## src/rtl/nonce_target_check.sv

```systemverilog
// -----------------------------------------------------------------------------
// nonce_target_check
//
// Scans NUM_NONCES consecutive 32-bit H0 words from a shared single-port word
// memory (1-cycle read latency) and compares each against an unsigned
// difficulty target (strict less-than). Reports whether any nonce met the
// target, the lowest matching index and the number of matches. Optionally
// writes a packed result word back to memory.
//
// Optional feature macro: RESULT_WRITEBACK_EN
//   defined   : a one-cycle WRITE state stores
//               {found, 7'b0, match_count (8b), nonce_idx (16b)} at result_addr
//   undefined : no WRITE state, mem_we is tied low, result_addr is unused
//
// Ports
//   clk             in   rising-edge clock
//   reset_n         in   synchronous active-low reset
//   start           in   one-cycle scan request (honoured only in IDLE/DONE)
//   hash_addr       in   base word address of the H0 array
//   result_addr     in   word address of the result writeback
//   target          in   unsigned difficulty threshold
//   done            out  scan complete, held until the next accepted start
//   found           out  at least one nonce matched
//   nonce_idx       out  lowest matching index (0 when found=0)
//   match_count     out  number of matching nonces
//   mem_clk         out  memory clock (same as clk)
//   mem_we          out  memory write enable
//   mem_addr        out  memory word address
//   mem_write_data  out  memory write data
//   mem_read_data   in   memory read data (valid one cycle after mem_addr)
// -----------------------------------------------------------------------------
module nonce_target_check #(
    parameter int NUM_NONCES = 16,
    parameter int IDX_W      = $clog2(NUM_NONCES)
) (
    input  logic             clk,
    input  logic             reset_n,
    input  logic             start,
    input  logic [15:0]      hash_addr,
    input  logic [15:0]      result_addr,
    input  logic [31:0]      target,
    output logic             done,
    output logic             found,
    output logic [IDX_W-1:0] nonce_idx,
    output logic [IDX_W:0]   match_count,
    output logic             mem_clk,
    output logic             mem_we,
    output logic [15:0]      mem_addr,
    output logic [31:0]      mem_write_data,
    input  logic [31:0]      mem_read_data
);

    typedef enum logic [2:0] {
        IDLE,
        READ,
        DRAIN,
`ifdef RESULT_WRITEBACK_EN
        WRITE,
`endif
        DONE
    } state_t;

    localparam logic [IDX_W-1:0] LAST_IDX = IDX_W'(NUM_NONCES - 1);
    localparam logic [IDX_W-1:0] IDX_ONE  = {{(IDX_W-1){1'b0}}, 1'b1};
    localparam logic [IDX_W:0]   CNT_ONE  = {{IDX_W{1'b0}}, 1'b1};

    state_t           state_q, state_d;
    logic [31:0]      target_q, target_d;
    logic [IDX_W-1:0] rd_cnt_q, rd_cnt_d;     // index of the address being driven
    logic [IDX_W-1:0] cmp_idx_q, cmp_idx_d;   // index of the word being compared
    logic             cmp_pend_q, cmp_pend_d; // a read issued last cycle returns now
    logic             done_q, done_d;
    logic             found_q, found_d;
    logic [IDX_W-1:0] nonce_idx_q, nonce_idx_d;
    logic [IDX_W:0]   match_count_q, match_count_d;
    logic [15:0]      mem_addr_q, mem_addr_d;
    logic             hit;

`ifdef RESULT_WRITEBACK_EN
    logic [15:0]      result_q, result_d;
    logic             mem_we_q, mem_we_d;
    logic [31:0]      mem_wdata_q, mem_wdata_d;
`else
    logic             unused_result_addr;
    assign unused_result_addr = ^result_addr;
`endif

    assign mem_clk = clk;

    // Strict unsigned compare: a word equal to the target does not match.
    assign hit = cmp_pend_q && (mem_read_data < target_q);

    // NOTE: every variable gets its hold/default value first so no path through
    // the case statement can leave one unassigned (which would infer a latch).
    always_comb begin
        state_d       = state_q;
        target_d      = target_q;
        rd_cnt_d      = rd_cnt_q;
        cmp_idx_d     = cmp_idx_q;
        cmp_pend_d    = (state_q == READ);
        done_d        = done_q;
        found_d       = found_q;
        nonce_idx_d   = nonce_idx_q;
        match_count_d = match_count_q;
        mem_addr_d    = mem_addr_q;
`ifdef RESULT_WRITEBACK_EN
        result_d      = result_q;
        mem_we_d      = 1'b0;
        mem_wdata_d   = mem_wdata_q;
`endif

        // Compare stage: runs one cycle behind the address stage (READ/DRAIN).
        if (cmp_pend_q) begin
            cmp_idx_d = cmp_idx_q + IDX_ONE;
            if (hit) begin
                match_count_d = match_count_q + CNT_ONE;
                if (!found_q) begin
                    found_d     = 1'b1;
                    nonce_idx_d = cmp_idx_q;
                end
            end
        end

        case (state_q)
            IDLE, DONE: begin
                if (start) begin
                    target_d      = target;
`ifdef RESULT_WRITEBACK_EN
                    result_d      = result_addr;
`endif
                    rd_cnt_d      = '0;
                    cmp_idx_d     = '0;
                    done_d        = 1'b0;
                    found_d       = 1'b0;
                    nonce_idx_d   = '0;
                    match_count_d = '0;
                    // The first read address is issued in the cycle after start.
                    mem_addr_d    = hash_addr;
                    state_d       = READ;
                end
            end

            READ: begin
                if (rd_cnt_q == LAST_IDX) begin
                    state_d = DRAIN;
                end else begin
                    rd_cnt_d   = rd_cnt_q + IDX_ONE;
                    // 16-bit add wraps naturally past 0xFFFF.
                    mem_addr_d = mem_addr_q + 16'd1;
                end
            end

            DRAIN: begin
`ifdef RESULT_WRITEBACK_EN
                // Pack the results including this cycle's final compare.
                state_d     = WRITE;
                mem_we_d    = 1'b1;
                mem_addr_d  = result_q;
                mem_wdata_d = {found_d, 7'b0, 8'(match_count_d), 16'(nonce_idx_d)};
`else
                state_d = DONE;
                done_d  = 1'b1;
`endif
            end

`ifdef RESULT_WRITEBACK_EN
            WRITE: begin
                state_d = DONE;
                done_d  = 1'b1;
            end
`endif

            default: state_d = IDLE;
        endcase
    end

    // NOTE: reset is sampled on the clock edge only (synchronous); all state
    // updates use non-blocking assignments so every flop sees pre-edge values.
    always_ff @(posedge clk) begin
        if (!reset_n) begin
            state_q       <= IDLE;
            target_q      <= '0;
            rd_cnt_q      <= '0;
            cmp_idx_q     <= '0;
            cmp_pend_q    <= 1'b0;
            done_q        <= 1'b0;
            found_q       <= 1'b0;
            nonce_idx_q   <= '0;
            match_count_q <= '0;
            mem_addr_q    <= '0;
`ifdef RESULT_WRITEBACK_EN
            result_q      <= '0;
            mem_we_q      <= 1'b0;
            mem_wdata_q   <= '0;
`endif
        end else begin
            state_q       <= state_d;
            target_q      <= target_d;
            rd_cnt_q      <= rd_cnt_d;
            cmp_idx_q     <= cmp_idx_d;
            cmp_pend_q    <= cmp_pend_d;
            done_q        <= done_d;
            found_q       <= found_d;
            nonce_idx_q   <= nonce_idx_d;
            match_count_q <= match_count_d;
            mem_addr_q    <= mem_addr_d;
`ifdef RESULT_WRITEBACK_EN
            result_q      <= result_d;
            mem_we_q      <= mem_we_d;
            mem_wdata_q   <= mem_wdata_d;
`endif
        end
    end

    assign done        = done_q;
    assign found       = found_q;
    assign nonce_idx   = nonce_idx_q;
    assign match_count = match_count_q;
    assign mem_addr    = mem_addr_q;
`ifdef RESULT_WRITEBACK_EN
    assign mem_we         = mem_we_q;
    assign mem_write_data = mem_wdata_q;
`else
    assign mem_we         = 1'b0;
    assign mem_write_data = 32'd0;
`endif

endmodule
```

## config.mk

```make
export PLATFORM = sky130hd
export DESIGN_NAME = nonce_target_check
export DESIGN_NICKNAME = d
export VERILOG_FILES = /design/src/rtl/nonce_target_check.sv
export SDC_FILE = /design/constraint.sdc
export NUM_CORES = 1
export LEC_CHECK = 0
export ABC_AREA = 1
export CORE_MARGIN = 5
export CORE_UTILIZATION = 30
export DETAILED_ROUTE_END_ITERATION = 16
export SETUP_SLACK_MARGIN = 0.05
export SLEW_MARGIN = 20
export SYNTH_ARGS = -nofsm -noshare
export SYNTH_HDL_FRONTEND = slang
export SYNTH_SLANG_ARGS = --single-unit
```

## constraint.sdc

```tcl
create_clock -name clk -period 3.15 [get_ports clk]
set_input_delay 0.315 -clock clk [delete_from_list [all_inputs] [get_ports clk]]
set_output_delay 0.315 -clock clk [all_outputs]
set_load 0.02 [all_outputs]
```

==> flow_metrics.tcl <==
set metrics [dict create \
    wl_microns 10800 \
    critPathLaunch "clk" \
    cp.required_ns 2.83 \
    grt_max_degree 42 \
    drive_above_1_share_pct 7.82 \
    worstMarginPinSlew_ns 0.598 \
    use_met3_pct 4.14 \
    core_sq_um 13700 \
    grt_overflow 0 \
    fillers 1391 \
    p_sw_share_pct 39.2 \
    antenna_found_initial 0 \
    rrSetupSlack_ns 0.93 \
    cap_violations 0 \
    vias 3840 \
    vias_per_cell 4.54 \
    clk_latency_ns 0.44 \
    p_clk_share_pct 27.2 \
    postSynthCellCount 555 \
    fin_ws_ns 0.486 \
    setup_viol 0 \
    relSlewSlack_pct 60.2 \
    fin_hold_ws_ns 0.454 \
    status "complete, no violations" \
    final.setup_skew_ns 0.00679 \
    port_buffers 110 \
    first_pass_iters 4 \
    yosysTopAreaCell "dfxtp_1" \
    ant_nets 0 \
    crit_end "mem_clk" \
    ys_seq_area_share_pct 33.8 \
    n_antenna_cell 0 \
    synth_area_sq_um 4140 \
    dpl.cell_count 828 \
    power.total_mw 4.18 \
    synth_top_area_share_pct 33.8 \
    synth_area_leaders "dfxtp_1, ha_1, a21oi_1" \
    final_max_slew_viol_count 0 \
    power_frac_comb_pct 41.5 \
    busiest_layer "met2" \
    r2r.worst_path.cells 9 \
    netSwitchingPower_mw 1.64 \
    ctsResizeCount 0 \
    stdcell_area_sq_um 5610 \
    power.density_nw_per_um2 746 \
    r2r-start "state_q[1]" \
    row_count 43 \
    worstHoldPathType "flop to flop" \
    pre_cts_ws_ns 0.752 \
    yosysWarningCount 0 \
    wire_per_inst_microns 12.8 \
    end_kind "output pin" \
    p_int_mw 2.55 \
    ctsHoldBuffers 0 \
    multi_input_area_sq_um 2230 \
    die_h_microns 127 \
    p_leak_nw 2.32 \
    routabilityCongestion 0.841 \
    startpoint_type "clock port" \
    rsz0062_at_grt "false" \
    drt_iter0_drc 118 \
    cts_tree "done" \
    avgSynthCellArea_sq_um 7.46 \
    use_met1_pct 17.4 \
    cp_max_fo 2 \
    cts.reportedPaths.clkPinSlew_ns 0.05 \
    fin_util_pct 40.9 \
    io_pins 160 \
    ys_ff_latch 70 \
    arrival_ns 2.35 \
    p_seq_share_pct 31.3 \
    cts_setup_buffers 0 \
    synth-edff-count 0 \
    die_area_sq_um 16300 \
    syn_to_final_growth_pct 35.4 \
    first_global_vias 3713 \
    initial_core_util_pct 30.2 \
    placed_area_sq_um 5280 \
    reg2reg_to "rd_cnt_q[3]" \
    drc 0 \
    ir_drop_uv 343 \
    async_flop_share_pct 0 \
    fin_cells 845 \
    final_nets 799 \
    grtUsageTotal_pct 13.4 \
    hold_path_depth 2 \
    use_met2_pct 20.7 \
    synthDistinctLibCells 40 \
    grt_pass1_wl_microns 17700 \
    die_x_microns 127 \
    dp_hpwl_microns 7970 \
    timing.setup.tns_ns 0 \
    finalHoldViolCount 0 \
    synth_flop_cell "dfxtp_1" \
    final-seq-area_sq_um 1400 \
    crit_type "clock port to output pin" \
]
-- metal layers --
metal	share of wire, %	vias to the layer above
met5	0	-
met4	1.6	0
met3	7.3	13
met2	45	112
met1	46	1728
li1	-	1987
-- power by group through the flow --
stage,Combinational [mW],Sequential (mW),Clock [mW]
after floorplan,1.20,1.37,0.0371
after global placement,1.71,1.32,0.0426
after detailed placement,1.75,1.32,0.0426
after CTS,1.76,1.31,1.17
after global routing,1.99,1.34,1.23
final,1.74,1.31,1.14
-- critical path, stage by stage --
cell and delay (ns):
clkbuf_16 0.12, clkbuf_16 0.12, clkdlybuf4s50_1 0.53
-- state kept, by name, summed over array words and instances (netlist names) --
register	count
target_q	32
mem_addr	16
match_count	5
cmp_idx_q	4
nonce_idx	4
rd_cnt_q	4
state_q	2
cmp_pend_q	1
done	1
found	1
-- cell type report --
type	instances	share of cell area, %
timing repair buffer	112	19.9
sequential	70	25.0
clock inverter	2	0.178
multi-input combinational	386	39.7
clock buffer	16	5.91
tap	180	4.02
inverter	79	5.33
-- cells by family (layout without fill, tap and decap cells) --
logic type      after synthesis  after routing  synth area share, %
compound gates              151            151                 19.4
flops                        70             70                 33.8
buf+inv                     131            209                 15.3
simple gates                154            154                 17.6
other cells                   1             33               0.0905
fa+ha+maj                    38             38                 11.5
mux                           4              4                 1.09
xor+xnor                      6              6                 1.27
-- worst min-delay path by stage --
stage / from / end
finish: target_q[13] / target_q[13]
global route: hash_addr[1] / mem_addr[1]
CTS: hash_addr[1] / mem_addr[1]
detailed placement: target_q[27] / target_q[27]
global placement: target_q[27] / target_q[27]
floorplan: clk / mem_clk
-- synth_stat cells, types with 2 or more instances --
master / instances
a21oi_1: 74
a221oi_1: 2
buf_4: 37
clkbuf_1: 13
dfxtp_1: 70
ha_1: 38
inv_1: 72
inv_2: 6
mux2_2: 4
nand2_1: 68
nand2_2: 5
nand2_4: 2
nand3_1: 16
nand3_2: 2
nand3b_1: 2
nand4_1: 10
nor2_1: 32
nor2_4: 2
nor3_1: 5
nor3_2: 2
nor3b_1: 2
o211ai_1: 2
o21a_1: 2
o21ai_0: 59
o21ai_1: 3
o21ai_2: 2
o22ai_1: 2
or2_2: 5
xor2_1: 5
-- cells in the final DEF, fill, tap and decap left out, types with 3 or more instances in the layout --
master / netlist / layout
dfxtp_1: 70 / 70
xor2_1: 5 / 5
nand3_1: 16 / 16
clkdlybuf4s50_1: 0 / 110
nor3_1: 5 / 5
nor2_1: 32 / 32
conb_1: 1 / 33
or2_2: 5 / 5
nand2_1: 68 / 67
inv_1: 72 / 72
mux2_2: 4 / 4
clkbuf_16: 0 / 12
o21ai_1: 3 / 3
o21ai_0: 59 / 59
ha_1: 38 / 38
nand2_2: 5 / 6
buf_4: 37 / 3
inv_2: 6 / 6
a21oi_1: 74 / 74
nand4_1: 10 / 10
No activity file was read; power rests on OpenSTA's default activity.
